### config.mk
export PLATFORM = sky130hd
export DESIGN_NAME = pwm_multi_generator
export DESIGN_NICKNAME = d
export VERILOG_FILES = /design/src/rtl/pwm_multi_generator.sv
export SDC_FILE = /design/constraint.sdc
export NUM_CORES = 1
export LEC_CHECK = 0
export BUFFER_PORTS_ARGS = -buffer_cell sky130_fd_sc_hd__buf_2
export CAP_MARGIN = 10
export CORE_ASPECT_RATIO = 1.2
export CORE_UTILIZATION = 53
export CTS_BUF_LIST = sky130_fd_sc_hd__clkbuf_2 sky130_fd_sc_hd__clkbuf_4 sky130_fd_sc_hd__clkbuf_8
export DETAILED_ROUTE_END_ITERATION = 10
export PLACE_DENSITY = 0.73
export SYNTH_ARGS = -nofsm -noshare
export SYNTH_HDL_FRONTEND = slang
export SYNTH_SLANG_ARGS = --single-unit
### constraint.sdc
create_clock -name clk_3125KHz -period 2.2 [get_ports clk_3125KHz]
set_input_delay 0.11 -clock clk_3125KHz [delete_from_list [all_inputs] [get_ports clk_3125KHz]]
set_output_delay 0.11 -clock clk_3125KHz [all_outputs]
set_load 0.02 [all_outputs]
### src/rtl/pwm_multi_generator.sv
// pwm_multi_generator
// Multi-channel PWM generator. One prescaler and one period counter are
// shared by CHANNELS comparators. Each channel has a shadow duty register
// that software writes at any time. An active duty register copies the
// shadow only at a period boundary, so a running period is never cut short.
// The counter runs edge-aligned (sawtooth) or centre-aligned (triangle).
// A period clock and a period-start strobe go to downstream logic.

module pwm_multi_generator #(
  parameter int CHANNELS = 4,
  parameter int RES      = 4,
  parameter int PRESCALE = 1
) (
  input  logic                    clk_3125KHz,
  input  logic                    rst_n,
  input  logic                    enable,
  input  logic                    mode,
  input  logic [CHANNELS-1:0]     duty_load,
  input  logic [CHANNELS*RES-1:0] duty_in,
  output logic [CHANNELS-1:0]     pwm_out,
  output logic                    period_clk,
  output logic                    period_start
);

  localparam int               PRE_W    = (PRESCALE > 1) ? $clog2(PRESCALE) : 1;
  localparam logic [PRE_W-1:0] PRE_LAST = PRE_W'(PRESCALE - 1);
  localparam logic [PRE_W-1:0] PRE_ONE  = PRE_W'(1);
  localparam logic [RES-1:0]   CNT_MAX  = '1;
  localparam logic [RES-1:0]   CNT_ONE  = RES'(1);

  typedef enum logic {
    DIR_UP   = 1'b0,
    DIR_DOWN = 1'b1
  } dir_t;

  logic [PRE_W-1:0] pre;
  logic             tick;
  logic [RES-1:0]   cnt;
  logic [RES-1:0]   cnt_next;
  dir_t             dir;
  dir_t             dir_next;
  logic             mode_act;
  logic             boundary;
  logic             boundary_q;
  logic [RES-1:0]   shadow [CHANNELS];
  logic [RES-1:0]   active [CHANNELS];

  assign tick     = enable && (pre == PRE_LAST);
  assign boundary = tick && (cnt_next == '0);

  // Prescaler: divides the system clock down to counter ticks, parked at 0 while disabled
  always_ff @(posedge clk_3125KHz or negedge rst_n) begin
    if (!rst_n) begin
      pre <= '0;
    end else if (!enable || tick) begin
      pre <= '0;
    end else begin
      pre <= pre + PRE_ONE;
    end
  end

  // Next counter value and direction; direction flips to down when the count reaches
  // its top so period_clk splits a centre-aligned period into two equal halves
  always_comb begin
    cnt_next = cnt;
    dir_next = dir;
    if (!mode_act) begin
      cnt_next = cnt + CNT_ONE;
      dir_next = DIR_UP;
    end else if (dir == DIR_UP) begin
      cnt_next = cnt + CNT_ONE;
      if (cnt_next == CNT_MAX) begin
        dir_next = DIR_DOWN;
      end
    end else begin
      cnt_next = cnt - CNT_ONE;
      if (cnt == CNT_ONE) begin
        dir_next = DIR_UP;
      end
    end
  end

  // Counter state: advance on ticks, latch the mode only when a new period begins
  always_ff @(posedge clk_3125KHz or negedge rst_n) begin
    if (!rst_n) begin
      cnt        <= '0;
      dir        <= DIR_UP;
      mode_act   <= 1'b0;
      boundary_q <= 1'b0;
    end else if (!enable) begin
      cnt        <= '0;
      dir        <= DIR_UP;
      boundary_q <= 1'b0;
    end else begin
      if (tick) begin
        cnt <= cnt_next;
        dir <= dir_next;
      end
      if (boundary) begin
        mode_act <= mode;
      end
      boundary_q <= boundary;
    end
  end

  // Duty double buffer: the shadow takes writes at any time; the active copy
  // takes the shadow at a boundary, or on every clock while disabled
  always_ff @(posedge clk_3125KHz or negedge rst_n) begin
    if (!rst_n) begin
      for (int i = 0; i < CHANNELS; i++) begin
        shadow[i] <= '0;
        active[i] <= '0;
      end
    end else begin
      for (int i = 0; i < CHANNELS; i++) begin
        if (!enable || boundary) begin
          active[i] <= shadow[i];
        end
        if (duty_load[i]) begin
          shadow[i] <= duty_in[i*RES +: RES];
        end
      end
    end
  end

  // Registered outputs; period_start follows the boundary by one clock so that it lines up
  // with the first pwm_out sample taken from cnt == 0
  always_ff @(posedge clk_3125KHz or negedge rst_n) begin
    if (!rst_n) begin
      pwm_out      <= '0;
      period_clk   <= 1'b0;
      period_start <= 1'b0;
    end else begin
      for (int i = 0; i < CHANNELS; i++) begin
        pwm_out[i] <= enable && (cnt < active[i]);
      end
      period_clk   <= enable && (mode_act ? (dir == DIR_UP) : ~cnt[RES-1]);
      period_start <= enable && boundary_q;
    end
  end

endmodule

==> impl_metrics.csv, run 1 <==
group,metric,value,unit
outcome,status,"finished, final reports clean",
critical_path,cp_num_buf_inv,2,
flow_run,cap_violations,0,
global_routing,grt_pass1_wl,6300,um
global_routing,grt.overflow.total,0,
finish,fillers,300,
min_path,hold_class,"in -> reg",
critical_path,crit_fanout,8,
placed_design,pre_cts_slack,0.0332,ns
finish,final_cell_mix,"dfrtp_1 (44), mux2_2 (33), buf_2 (29), inv_1 (15), ha_1 (15)",
floorplanning,die_area,4320,um2
power_and_ir_drop,p_total,1860,uW
sta,hold_violations,0,
clock_network,numCtsBuffers,5,
global_routing,grt_pass1_vias,1430,
finish,drive_gt1_frac,0.452,
global_routing,grt_use_total,0.200,
drt,drt-total-wl,3670,um
clock_network,cts.path.max_buffers,2,
placed_design,place_hpwl,2700,um
placed_design,portBuffers,29,
floorplanning,die_h,71.8,um
drt,drc,0,
sta,setup_violations,0,
finish,seq_area,1150,um2
sta,final_max_slew_viol_count,0,
sta,clock_skew,0.00618,ns
clock_network,cts_tree,"yes",
floorplanning,ios,30,
sta,fin_crit,2.10,ns
power_and_ir_drop,comb_power_share,0.179,
global_routing,antenna_found_initial,0,
clock_network,clk_pin_slew,0.08,ns
synth,ys.flop_type,"dfrtp_1",
critical_path,critPathKind,"reg -> reg",
synth,ys_ff_latch,46,
synth,synth_area,2150,um2
power_and_ir_drop,ir_drop,545,uV
finish,multi_input_area,953,um2
critical_path,cp_top_family,"flip-flops",
synth,ys_warn_count,0,
drt,routed_via_density,5.19,
power_and_ir_drop,p_leak,0.00126,uW
clock_network,cts.sinks,46,
power_and_ir_drop,p_switching,480,uW
critical_path,crit_arrival,2.29,ns
clock_network,htree_levels,2,
synth,syn-num-nets,201,
sta,fmax,475,MHz
floorplanning,initial_utilization,0.551,
power_and_ir_drop,clkPwrFrac,0.283,
clock_network,worstSkewPairLatency,0.30,ns
placed_design,place_congestion,0.809,
finish,syn_to_final_growth,20.3,%
sta,fin_ws,0.0965,ns
floorplanning,rows,25,
sta,slew_headroom,0.340,
global_routing,grt_max_degree,47,
power_and_ir_drop,swShare,0.258,
critical_path,required,2.39,ns
finish,antenna_cells,0,
synth,yosysTopAreaCellShare,0.535,
power_and_ir_drop,power_density,718,nW/um2
synth,ys_seq_area_frac,0.535,
drt,dr.pass1.iters,4,
critical_path,cpPeakStageDelay,0.45,ns
critical_path,path_cells,"inv_1 > ha_2 > xnor2_1 > o41ai_4 > buf_6 > mux2_2",
sta,tightestPinTransition,0.989,ns
drt,drt_iter0_markers,60,
drt,vias,1369,
synth,synth_top_cell_by_area,"dfrtp_1",
synth,synthDistinctLibCells,30,
drt,wl_per_cell,13.9,um
power_and_ir_drop,power_frac_seq,0.538,
finish,final_common_cell,"dfrtp_1",
clock_network,root_buffer,"clkbuf_8",
critical_path,crit_path_end_kind,"register",
synth,yosys-top-cells-area,"dfrtp_1 (53%), mux2_2 (17%), ha_1 (9.3%)",
floorplanning,coreArea,3910,um2
synth,synth_cells,161,
critical_path,critPathSlowestCell,"dfrtp_2",
synth,avgSynthCellArea,13.4,um2
critical_path,crit_path_start_kind,"register",
floorplanning,chipWidth,60.2,um
power_and_ir_drop,intPower,1380,uW
sta,fin_crit_sh,0.956,
synth,synthArstFlopShare,1.00,
drt,ant_nets,0,
synth,synth_edf_count,0,
finish,nNetsFinal,249,
## final timing paths
kind / startpoint / to / slack (ns) / depth (start not counted)
max: cnt[0] / active[2] / 0.1 / 6
min: duty_in[8] / shadow[4] / 0.04 / 2
max reg2reg: cnt[0] / active[2] / 0.1 / 6
min reg2reg: boundary_q / period_start / 0.47 / 1
max in group asynchronous: rst_n / cnt[1] / 1.03 / 2
min in group asynchronous: rst_n / mode_act / 0.51 / 2
## flip-flops by register name (all words and copies together), names as in the netlist
register and cells:
pwm_out 4, shadow 16, period_clk 1, mode_act 1, pre 1, cnt 4
period_start 1, dir 1, boundary_q 1, active 16
## cell families after synthesis
kind of cell | count (synthesis) | share of synthesized area
buf+inv | 18 | 0.0349
other cells | 1 | 0.00174
simple gates | 19 | 0.0546
xor+xnor | 6 | 0.0244
fa+ha+maj | 16 | 0.0930
flops | 46 | 0.535
mux | 35 | 0.188
compound gates | 20 | 0.0691
## cells in the mapped netlist, types with 2 or more instances
library cell / n
ha_1: 16
a21oi_1: 3
and3_1: 2
nor2_1: 3
or3_1: 2
nor4_1: 2
xor2_1: 3
nor3b_1: 4
mux2_2: 33
o21ai_0: 6
a21boi_0: 4
o21a_1: 4
xnor2_1: 3
dfrtp_1: 46
inv_1: 15
## layout make-up
type,count,share of cell area
sequential,46,0.445
multi-input combinational,97,0.368
timing repair buffer,43,0.100
clock buffer,6,0.0319
tap,54,0.0261
inverter,16,0.0232
clock inverter,2,0.00483
## worst register-to-register path, stage by stage (launching register included)
cell	delay [ns]
dfrtp_2	0.45
inv_1	0.11
ha_2	0.28
xnor2_1	0.19
o41ai_4	0.43
buf_6	0.19
mux2_2	0.34
## per-stage QoR
| stage | cell area (um2) | hold WS, ns | TNS (ns) | utilization | cells |
|---|---|---|---|---|---|
| final | 2590 | 0.0369 | 0 | 0.662 | 264 |
| after global routing | 2590 | 0.0266 | -0.0163 | 0.662 | 264 |
| after CTS | 2520 | 0.0292 | 0 | 0.645 | 260 |
| after detailed placement | 2420 | 0.322 | 0 | 0.619 | 251 |
| after global placement | 2420 | 0.310 | 0 | 0.619 | 251 |
| after floorplan | 2150 | -0.186 | 0 | - | 161 |
## power by group through the flow
stage | clock, uW | combinational (uW) | sequential [uW]
after floorplan | 0 | 204 | 1020
after global placement | 0 | 301 | 1010
after detailed placement | 0 | 319 | 1020
after CTS | 545 | 321 | 1000
after global routing | 575 | 376 | 1020
final | 527 | 333 | 1000
## layer usage
metal | part of all wire | up-vias | GRT usage
met5 | 0 | - | 0
met4 | 0.011 | 0 | 0.0827
met3 | 0.034 | 6 | 0.0523
met2 | 0.53 | 25 | 0.341
met1 | 0.43 | 681 | 0.232
li1 | - | 657 | -
## timing repair
item | in CTS | in global routing
hold buffers | 1 | 0
hold endpoints to repair | 23 | 0
setup buffers | 0 | 4
gates resized for setup | 0 | 9
setup endpoints to repair | 0 | 17
(Power assumes the default switching activity.)
==> inputs of run 2 (changes only) <==
--- a/config.mk
+++ b/config.mk
@@ -6,8 +6,7 @@
 export NUM_CORES = 1
 export LEC_CHECK = 0
 export BUFFER_PORTS_ARGS = -buffer_cell sky130_fd_sc_hd__buf_2
-export CAP_MARGIN = 10
-export CORE_ASPECT_RATIO = 1.2
+export CORE_ASPECT_RATIO = 1.1
 export CORE_UTILIZATION = 53
 export CTS_BUF_LIST = sky130_fd_sc_hd__clkbuf_2 sky130_fd_sc_hd__clkbuf_4 sky130_fd_sc_hd__clkbuf_8
 export DETAILED_ROUTE_END_ITERATION = 10
==> run 2 against run 1 <==
The run now ends with hold timing left. Global-route usage is 1.1 points lower. Combinational power down 6.9%. Critical path depth rose by 1. Final cell count fell by 4.5%. Final area shrank 4.0%. Sequential share of layout area increased by 1.8 points. Clock power barely moved. Sequential cell count unchanged. Largest power group unchanged. Highest routed layer unchanged.
==> impl_metrics.csv, run 2 (same netlist as run 1, synthesis figures left out) <==
group,metric,value,unit
clock_network,worstSkewPairLatency,0.29,ns
critical_path,critPathKind,"reg -> reg",
critical_path,r2r_cells,7,
sta,fin_crit_sh,0.959,
drt,ant_nets,0,
critical_path,required,2.38,ns
placed_design,place_congestion,0.887,
sta,fmax,474,MHz
clock_network,root_buffer,"clkbuf_8",
critical_path,rr_endpoint,"active[12]",
drt,wl_per_cell,13.8,um
critical_path,crit_arrival,2.29,ns
drt,drt_iter0_markers,58,
drt,drt-total-wl,3470,um
critical_path,crit_fanout,8,
clock_network,post_cts_resized,0,
sta,grt_setup_unrepaired,"yes",
global_routing,grt_use_total,0.189,
critical_path,crit_path_end_kind,"register",
sta,holdWs,-0.0177,ns
outcome,violations,"hold timing",
finish,reg.largest.list,"active x16, shadow x16",
drt,drc,0,
floorplanning,rows,23,
sta,fin_tns_setup,0,ns
finish,nNetsFinal,241,
floorplanning,die_area,4320,um2
power_and_ir_drop,p_leak,0.00121,uW
global_routing,grt_pass1_vias,1364,
clock_network,cts.path.max_buffers,2,
clock_network,clk_pin_slew,0.08,ns
clock_network,cts_tree,"yes",
floorplanning,ios,30,
global_routing,antenna_found_initial,0,
placed_design,portBuffers,29,
flow_run,cap_violations,0,
global_routing,grt_pass1_wl,6110,um
finish,syn_to_final_growth,15.5,%
sta,slew_headroom,0.330,
drt,vias,1309,
clock_network,ctsHoldBuffers,0,
clock_network,numCtsBuffers,5,
finish,drive_gt1_frac,0.406,
floorplanning,die_h,68.9,um
sta,fin_crit,2.11,ns
sta,tightestPinTransition,1.00,ns
clock_network,post-cts-setup-buffers,0,
power_and_ir_drop,p_total,1840,uW
floorplanning,coreArea,3770,um2
global_routing,grt.overflow.total,0,
global_routing,grt_max_degree,47,
drt,dr.pass1.iters,3,
finish,final_common_cell,"dfrtp_1",
clock_network,cts.sinks,46,
outcome,status,"finished, violations left",
critical_path,r2r_slack,0.09,ns
critical_path,crit_path_start_kind,"register",
sta,setup_violations,0,
floorplanning,initial_utilization,0.571,
drt,routed_via_density,5.19,
sta,final_max_slew_viol_count,0,
sta,hold_violations,22,
power_and_ir_drop,ir_drop,459,uV
finish,antenna_cells,0,
sta,clock_skew,0.00269,ns
power_and_ir_drop,power_density,738,nW/um2
placed_design,place_hpwl,2560,um
min_path,hold_class,"in -> async",
floorplanning,chipWidth,62.8,um
critical_path,rr_startpoint,"cnt[1]",
clock_network,htree_levels,2,
finish,final_cell_mix,"dfrtp_1 (45), mux2_2 (33), buf_2 (29), ha_1 (16), inv_1 (15)",
==> run 2: changes by cell type in the layout (fill, tap and decap cells not counted), moves of 2 or more <==
| cell | before | now |
|---|---|---|
| buf_4 | 11 | 6 |
| buf_6 | 2 | 0 |
| xnor2_1 | 1 | 3 |
| xnor2_2 | 2 | 0 |
==> run 2: critical path, cell delays in order (launching register included) <==
cell and delay [ns]:
dfrtp_1 0.46, buf_4 0.19, nor3_1 0.18, mux2i_1 0.14
xnor2_1 0.21, o41ai_4 0.25, buf_4 0.22, mux2_2 0.34
==> run 2: where the power goes <==
part	internal (uW)	switching, uW	total (uW)
Combinational	166	144	310
Sequential	946	55.7	1000
Clock	266	258	524
==> run 2: worst max-delay path by stage <==
stage | cells past startpoint | slack [ns] | start | endpoint
floorplan | 6 | 0.01 | cnt[1] | active[0]
global placement | 7 | 0.13 | cnt[0] | active[0]
detailed placement | 7 | 0.07 | cnt[0] | active[13]
CTS | 7 | 0.05 | cnt[0] | active[12]
global route | 6 | -0.03 | cnt[0] | mode_act
finish | 7 | 0.09 | cnt[1] | active[12]
==> run 2: area by class of cell <==
cell class	instances	area (um2)
multi-input cells	97	927
flip-flops and latches	46	1150
clock buffers	7	90.1
clock inverters	1	5.00
repair buffers	35	190
well taps	50	62.6
fillers	284	1280
inverters	16	60.1
==> run 2: routing by layer <==
layer / track usage / routed length [um] / up-vias
li1: - / - / 640
met1: 0.219 / 1540 / 644
met2: 0.337 / 1780 / 20
met3: 0.0428 / 107 / 5
met4: 0.0901 / 44 / 0
met5: 0 / 0 / -
==> run 2: through the flow <==
step / cell area [um2] / instances / hold slack [ns] / setup WS, ns / utilization
after global placement: 2390 / 244 / 0.300 / 0.132 / 0.634
final: 2490 / 252 / -0.0177 / 0.0909 / 0.660
after CTS: 2490 / 252 / 0.00137 / 0.0465 / 0.659
after floorplan: 2150 / 161 / -0.186 / 0.0147 / -
after global routing: 2490 / 252 / 0.0291 / -0.0256 / 0.660
after detailed placement: 2390 / 244 / 0.329 / 0.0733 / 0.634
==> inputs of run 3 (changes only) <==
==> constraint.sdc (replaced) <==
create_clock -name clk_3125KHz -period 1.7 [get_ports clk_3125KHz]
set_input_delay 0.085 -clock clk_3125KHz [delete_from_list [all_inputs] [get_ports clk_3125KHz]]
set_output_delay 0.085 -clock clk_3125KHz [all_outputs]
set_load 0.02 [all_outputs]
==> run 3 against run 2 <==
The run ends with setup timing left. Register-to-register slack got worse by 0.41 ns. Non-clock buffer count increased by 27. Global-route usage increased by 2.8 points. Power increased by 40%. Clock-buffer cell count decreased by 2. Sequential share of layout area decreased by 6.3 points. Largest cell class unchanged.
==> impl_metrics.csv, run 3 (same netlist as run 1, synthesis figures left out) <==
group,metric,value,unit
global_routing,grt_max_degree,25,
critical_path,crit_end,"active[6]",
critical_path,crit_fanout,8,
power_and_ir_drop,ir_drop,720,uV
floorplanning,coreArea,3770,um2
clock_network,numCtsBuffers,5,
sta,clock_skew,0.0113,ns
sta,fin_crit_sh,1.19,
finish,fin_cells,279,
sta,tightestPinTransition,0.534,ns
floorplanning,rows,23,
global_routing,grt_pass1_vias,1523,
drt,vias,1483,
flow_run,cap_violations,0,
finish,post-route-util,0.765,
clock_network,root_buffer,"clkbuf_8",
floorplanning,die_area,4320,um2
critical_path,crit_path_start_kind,"register",
sta,slew_headroom,0.644,
critical_path,r2r_slack,-0.32,ns
min_path,hold_class,"in -> reg",
sta,hold_violations,0,
critical_path,critPathKind,"reg -> reg",
global_routing,antenna_found_initial,0,
critical_path,r2r_cells,7,
critical_path,cpPeakStageDelay,0.47,ns
drt,wl_per_cell,16.6,um
clock_network,htree_levels,2,
sta,grt_setup_unrepaired,"yes",
sta,fmax,494,MHz
clock_network,cts.path.max_buffers,2,
critical_path,critPathSlowestCell,"dfrtp_2",
critical_path,worstSetupPathDepth,7,
finish,fillers,234,
placed_design,portBuffers,29,
global_routing,grt_pass1_wl,6940,um
critical_path,required,1.89,ns
placed_design,placed_area,2580,um2
sta,setup_violations,19,
floorplanning,initial_utilization,0.571,
drt,drc,0,
floorplanning,chipWidth,62.8,um
placed_design,dp.cells,262,
clock_network,cts.sinks,46,
finish,final_area,2880,um2
critical_path,cp_top_family,"multiplexers",
sta,fin_ws,-0.324,ns
drt,ant_nets,0,
drt,dr.pass1.iters,4,
finish,final_cell_mix,"dfrtp_1 (43), buf_2 (29), buf_4 (28), mux2_2 (17), mux2_4 (16)",
finish,nNetsFinal,268,
floorplanning,die_h,68.9,um
finish,reg.largest.list,"active x16, shadow x16",
finish,multi_input_area,1090,um2
global_routing,grt_use_total,0.217,
drt,drt-total-wl,4640,um
critical_path,crit_arrival,2.22,ns
finish,seq_area,1150,um2
critical_path,crit_path_end_kind,"register",
power_and_ir_drop,p_leak,0.00144,uW
critical_path,path_cells,"inv_2 > ha_4 > mux2i_4 > xnor2_2 > o41ai_4 > buf_6 > mux2_4",
floorplanning,ios,30,
finish,antenna_cells,0,
placed_design,place_hpwl,3090,um
outcome,status,"finished, violations left",
critical_path,cp_num_buf_inv,2,
power_and_ir_drop,power_density,891,nW/um2
finish,final_common_cell,"dfrtp_1",
critical_path,rr_endpoint,"active[6]",
finish,drive_gt1_frac,0.541,
critical_path,startpoint,"cnt[1]",
finish,syn_to_final_growth,33.9,%
clock_network,worstSkewPairLatency,0.30,ns
clock_network,cts_tree,"yes",
drt,drt_iter0_markers,38,
critical_path,rr_startpoint,"cnt[1]",
global_routing,grt.overflow.total,0,
clock_network,clk_pin_slew,0.09,ns
sta,final_max_slew_viol_count,0,
outcome,violations,"setup timing",
drt,routed_via_density,5.32,
placed_design,place_congestion,0.801,
sta,fin_crit,2.02,ns
run 3: changes by cell type in the layout (fill, tap and decap cells not counted), sizes merged:
cell and delta:
buf +25, clkbuf -2, dlygate4sd3 +2, clkinv +1, clkinvlp +1
run 3: worst reg2reg max path, cell delays in order (launching register included):
cell and delay, ns:
dfrtp_2 0.47, inv_2 0.08, ha_4 0.16, mux2i_4 0.18, xnor2_2 0.12, o41ai_4 0.35, buf_6 0.22, mux2_4 0.33
run 3: area by class of cell:
type	instances	area share
timing repair buffer	62	0.145
clock buffer	5	0.0239
inverter	16	0.0217
tap	50	0.0217
sequential	46	0.401
clock inverter	3	0.00738
multi-input combinational	97	0.380
run 3: timing repair:
| action | 4_1_cts | 5_1_grt |
|---|---|---|
| hold buffers | 1 | 1 |
| gates resized for setup | 13 | 20 |
| endpoints found under the setup margin | 17 | 19 |
| pin swaps | 1 | 2 |
| hold endpoints to repair | 22 | 1 |
| buffers inserted | 2 | 5 |
| gates cloned | 0 | 0 |
run 3: power breakdown:
part | switching (uW) | internal (uW)
registers | 84.5 | 1230
logic | 243 | 346
clock network | 382 | 289
run 3: worst min path at each step:
stage                             to  cells after the start   from  slack (ns)
after detailed placement  period_clk                      1  rst_n        0.09
after CTS                   mode_act                      2   mode       0.002
after global placement    period_clk                      1  rst_n        0.08
after global routing        mode_act                      2   mode       0.003
after floorplan            active[0]                      0  rst_n       -0.21
final                       mode_act                      2   mode       0.001
run 3: stage by stage:
stage          setup WS, ns  hold slack, ns  power [uW]  setup TNS [ns]
3_5_place_dp         -0.300          0.0931        1810           -4.40
3_3_place_gp         -0.268          0.0785        1770           -4.21
6_report             -0.324         0.00116        2570           -5.26
5_1_grt              -0.371         0.00297        2690           -6.35
2_1_floorplan        -0.381          -0.211        1610           -5.29
4_1_cts              -0.310         0.00201        2510           -4.72
run 3: per-layer routing:
metal	part of all wire	routed length (um)	vias up	GRT usage
met5	0	0	-	0
met2	0.54	2500	41	0.410
met3	0.036	167	7	0.0493
met1	0.41	1890	741	0.238
li1	-	-	694	-
met4	0.017	78	0	0.0930
